### config.mk
export PLATFORM = sky130hd
export DESIGN_NAME = async_fifo
export DESIGN_NICKNAME = d
export VERILOG_FILES = /design/src/rtl/async_fifo_pkg.sv /design/src/rtl/async_fifo_fifo_mem.sv /design/src/rtl/async_fifo.sv
export SDC_FILE = /design/constraint.sdc
export NUM_CORES = 1
export LEC_CHECK = 0
export ABC_AREA = 1
export BUFFER_PORTS_ARGS = -buffer_cell sky130_fd_sc_hd__clkbuf_2
export CAP_MARGIN = 20
export CORE_ASPECT_RATIO = 1.2
export CORE_UTILIZATION = 60
export CTS_CLUSTER_DIAMETER = 40
export DETAILED_ROUTE_END_ITERATION = 6
export PLACE_DENSITY = 0.87
export SLEW_MARGIN = 20
export SYNTH_ARGS = -nofsm -noshare
export SYNTH_HDL_FRONTEND = slang
export SYNTH_SLANG_ARGS = --single-unit
### constraint.sdc
create_clock -name wclk -period 2.6 [get_ports wclk]
set_input_delay 0.13 -clock wclk [delete_from_list [all_inputs] [get_ports wclk]]
set_output_delay 0.13 -clock wclk [all_outputs]
set_load 0.02 [all_outputs]
### src/rtl/async_fifo_pkg.sv
// Shared sizing defaults for the byte FIFO and its storage array.
package async_fifo_pkg;
    localparam int DATA_WIDTH_DEF = 8;
    localparam int ADDR_WIDTH_DEF = 4;
    localparam int DEPTH          = 2 ** ADDR_WIDTH_DEF;
endpackage

### src/rtl/async_fifo_fifo_mem.sv
// Simple-dual-port register array: one write port, one registered read port.
module fifo_mem
    import async_fifo_pkg::*;
#(
    parameter int DATA_WIDTH = DATA_WIDTH_DEF,
    parameter int ADDR_WIDTH = ADDR_WIDTH_DEF
) (
    input  logic                  clk_i,
    input  logic                  rst_i,
    input  logic                  we_i,
    input  logic [ADDR_WIDTH-1:0] waddr_i,
    input  logic [DATA_WIDTH-1:0] wdata_i,
    input  logic                  re_i,
    input  logic [ADDR_WIDTH-1:0] raddr_i,
    output logic [DATA_WIDTH-1:0] rdata_o
);
    logic [DATA_WIDTH-1:0] mem_q [2**ADDR_WIDTH];
    logic [DATA_WIDTH-1:0] rdata_q;
    logic [DATA_WIDTH-1:0] rdata_d;

    // Storage is deliberately left unreset; only the output register clears.
    always_ff @(posedge clk_i) begin
        if (we_i) begin
            mem_q[waddr_i] <= wdata_i;
        end
    end

    always_comb begin
        rdata_d = rdata_q;
        if (re_i) begin
            rdata_d = mem_q[raddr_i];
        end
    end

    always_ff @(posedge clk_i or posedge rst_i) begin
        if (rst_i) begin
            rdata_q <= '0;
        end else begin
            rdata_q <= rdata_d;
        end
    end

    assign rdata_o = rdata_q;
endmodule

### src/rtl/async_fifo.sv
// Single-clock 16x8 FIFO: binary wrap pointers with an extra MSB, flags from registered pointers.
module async_fifo
    import async_fifo_pkg::*;
#(
    parameter int DATA_WIDTH = DATA_WIDTH_DEF,
    parameter int ADDR_WIDTH = ADDR_WIDTH_DEF
) (
    input  logic                  wclk,
    input  logic                  wrst,
    input  logic [DATA_WIDTH-1:0] wdata,
    input  logic                  winc,
    input  logic                  rinc,
    output logic [DATA_WIDTH-1:0] rdata,
    output logic                  wenable,
    output logic                  renable
);
    logic [ADDR_WIDTH:0] wptr_q, wptr_d;
    logic [ADDR_WIDTH:0] rptr_q, rptr_d;
    logic                full;
    logic                empty;
    logic                wr_acc;
    logic                rd_acc;

    // Same low bits with differing wrap bit means the writer is a full lap ahead.
    assign empty = (wptr_q == rptr_q);
    assign full  = (wptr_q[ADDR_WIDTH] != rptr_q[ADDR_WIDTH]) &&
                   (wptr_q[ADDR_WIDTH-1:0] == rptr_q[ADDR_WIDTH-1:0]);

    assign wenable = !full;
    assign renable = !empty;
    assign wr_acc  = winc && wenable;
    assign rd_acc  = rinc && renable;

    always_comb begin
        wptr_d = wptr_q;
        rptr_d = rptr_q;
        if (wr_acc) begin
            wptr_d = wptr_q + 1'b1;
        end
        if (rd_acc) begin
            rptr_d = rptr_q + 1'b1;
        end
    end

    always_ff @(posedge wclk or posedge wrst) begin
        if (wrst) begin
            wptr_q <= '0;
            rptr_q <= '0;
        end else begin
            wptr_q <= wptr_d;
            rptr_q <= rptr_d;
        end
    end

    fifo_mem #(
        .DATA_WIDTH (DATA_WIDTH),
        .ADDR_WIDTH (ADDR_WIDTH)
    ) u_mem (
        .clk_i   (wclk),
        .rst_i   (wrst),
        .we_i    (wr_acc),
        .waddr_i (wptr_q[ADDR_WIDTH-1:0]),
        .wdata_i (wdata),
        .re_i    (rd_acc),
        .raddr_i (rptr_q[ADDR_WIDTH-1:0]),
        .rdata_o (rdata)
    );
endmodule

==> impl_metrics.tcl <==
set metrics [dict create \
    status "complete, but fails checks" \
    violations "DRC" \
    drc_errors 2 \
    wl_mm 16.42 \
    worstSetupEndpointType "flop" \
    intPower_mw 5.364 \
    via_per_inst 5.725 \
    synth_fp_nets 701 \
    wl_per_cell_um 19.05 \
    final.period_utilization_pct 80.35 \
    ys.flop_type "edfxtp_1" \
    synth_area_leaders "edfxtp_1 (58%), nand2_1 (14%), inv_1 (7.3%)" \
    dieWidth_um 97.81 \
    rsz0062_at_grt "no" \
    worstSetupPathType "flop to flop" \
    yosysTopAreaCell "edfxtp_1" \
    comb_power_share_pct 32.1 \
    num_io_pins 22 \
    synth_area_sq_um 6609 \
    crit_chain "inv_2, buf_4, nand2_1, nand3_1, nand2_1, nand2_1, nand2_1, inv_1, nand2_1, nand2_1, nand2_1" \
    grt_pass1_wl_mm 25.10 \
    area_delta_synth_final_pct 14.31 \
    ys_seq_area_share_pct 64.98 \
    worst_path_max_delay_cell "buf_4" \
    hold_ws_ps 184.3 \
    vias 4935 \
    setup.worst_path.start_class "flop" \
    cts_root_buffer "clkbuf_16" \
    core_area_sq_um 10620 \
    maxCapViolCount 0 \
    crit_path_frequent_cell "nand2_1" \
    drive_gt1_share_pct 12.01 \
    antenna_cells 0 \
    switching_power_mw 3.123 \
    cellPowerDensity_nw_per_um2 1123 \
    crit_fanout 65 \
    swShare_pct 36.80 \
    fin_nets 737 \
    htreeDepth 4 \
    setup_viol_count_final 0 \
    gr-usage-all-layers_pct 30.57 \
    die_y_um 117.0 \
    placed_area_sq_um 6888 \
    cts_buffers 17 \
    grt-ovfl-total 0 \
    fin_cells 862 \
    slowest_delay_ps 520 \
    synth_edf_count 128 \
    clock_power_share_pct 31.7 \
    vdd_drop_max_v 0.0009688 \
    cp_data_required_time_ps 2910 \
    syn_avg_cell_area_sq_um 9.662 \
    hold_viol_final 0 \
    synth_seq_cells 146 \
    seq_power_share_pct 36.2 \
    port_buffers 21 \
    slew_headroom_pct 50.69 \
    dp.cells 829 \
    cts_resized 0 \
    synth_cells 684 \
    worstHoldPathType "primary input to flop" \
    start_util_pct 62.24 \
    min_period_ps 2089 \
    setup_tns_ps 0 \
    slew_violations 0 \
    cts_buffer_depth 2 \
    clock-sinks 146 \
    grt_max_degree 66 \
    p_leak_nw 3.503 \
    path_delay_family "simple AND/OR/NAND/NOR gates" \
    async_reset_ff_share_pct 12.33 \
    rows 41 \
    synth_top_cell_area_share_pct 58.16 \
    clk_pin_slew_ps 60 \
    yosys_warnings 0 \
    netlist_top_cells_count "nand2_1 (253), inv_1 (129), edfxtp_1 (128)" \
    skew_ps 12.28 \
    critPathBufInv 3 \
    cp_data_arrival_time_ps 2400 \
    postCtsSetupBuffers 0 \
    drt_iter0_markers 712 \
    cts_tree "done" \
    firstDrtPassIters 7 \
    insertion_delay_ps 430 \
    first_global_vias 4834 \
    yosysMostFrequentCell "nand2_1" \
    worst_slew_pin_slew_ps 736.9 \
    fin_area_sq_um 7555 \
    die_area_sq_um 11440 \
    fmax_mhz 478.7 \
    gp_congestion 0.8902 \
    hpwl_mm 9.949 \
    total_power_mw 8.487 \
    antenna_found_initial 0 \
    ys_types 23 \
    drtAntennaViolNets 0 \
]
==> final cells by class <==
| cell class | instances | area [sq um] |
|---|---|---|
| clock buffer | 17 | 425.4 |
| clock inverter | 15 | 231.5 |
| fill | 650 | 3064 |
| inverter | 136 | 510.5 |
| multi-input combinational | 375 | 1650 |
| sequential | 146 | 4295 |
| tap | 129 | 161.4 |
| timing repair buffer | 44 | 280.3 |
==> cells by family (layout without fill, tap and decap cells) <==
group,count (synthesis),in the layout,share of synthesized area [%]
AND/OR/NAND/NOR,358,358,22.55
buffers and inverters,163,212,10.05
flip-flops,146,146,64.98
XOR/XNOR,9,9,1.193
adder cells (fa/ha/maj),5,5,0.9466
AO/OA/AOI/OAI,3,3,0.2840
==> flip-flops by register name, summed over array words and instances, names as in the netlist <==
signal         flops
u_mem.mem_q      128
u_mem.rdata_o      8
rptr_q             5
wptr_q             5
==> timing repair <==
item | 4_1_cts | 5_1_grt
endpoints found under the hold margin | 18 | 0
hold buffers | 1 | 0
endpoints found under the setup margin | 0 | 0
==> power by group through the flow <==
stage          clock, mW  sequential [mW]  combinational, mW
2_1_floorplan          0             3.11               1.84
3_3_place_gp           0             3.08               2.49
3_5_place_dp           0             3.10               2.57
4_1_cts             2.70             3.06               2.66
5_1_grt             2.80             3.10               2.95
6_report            2.69             3.07               2.73
==> cells in the final DEF (no fill, tap or decap) <==
cell	instances
nor2_2	2
nand2_1	253
nor2_1	1
xor2_1	4
clkinvlp_4	1
nand3b_2	1
buf_4	22
clkbuf_2	21
nand2_2	2
clkinv_4	6
clkinv_1	2
inv_1	129
bufinv_16	5
ha_1	5
a21oi_2	1
o21ai_1	2
nand3_1	83
xnor2_1	5
dfrtp_2	1
dlygate4sd3_1	1
clkbuf_16	17
inv_6	2
inv_2	6
nand3_2	1
edfxtp_1	128
dfrtp_1	17
nor3_1	15
==> tightest hold or removal path: stages <==
cell	delay [ps]
clkbuf_2	90
nand2_2	190
nand2_1	120
nand2_1	50
==> path summary, 6_finish.rpt <==
kind                                                      to                    startpoint  slack (ps)  depth (start not counted)
worst max-delay path            u_mem.rdata_o[2]$_DFFE_PP0P_         rptr_q[0]$_DFFE_PP0P_         510                         11
worst min-delay path                   rptr_q[0]$_DFFE_PP0P_                          rinc         180                          4
worst max register to register  u_mem.rdata_o[2]$_DFFE_PP0P_         rptr_q[0]$_DFFE_PP0P_         510                         11
worst min register to register  u_mem.rdata_o[4]$_DFFE_PP0P_  u_mem.rdata_o[4]$_DFFE_PP0P_         480                          2
max in group asynchronous              rptr_q[0]$_DFFE_PP0P_                          wrst        1750                          3
min in group asynchronous              wptr_q[1]$_DFFE_PP0P_                          wrst         360                          3
==> metrics by stage <==
| stage | util [%] | setup WS, ps |
|---|---|---|
| finish | 71.14 | 510.8 |
| global route | 71.14 | 398.3 |
| CTS | 71.14 | 570.7 |
| detailed placement | 64.86 | 617.5 |
| global placement | 64.86 | 723.3 |
| floorplan | - | 441.4 |
==> per-layer routing <==
layer,track usage [%],part of all wire [%],vias up
li1,-,-,2228
met2,52.58,51,373
met4,18.79,4.6,0
met3,8.789,10,71
met1,34.25,34,2263
met5,0,0,-
Power figures use the tool's default switching activity.
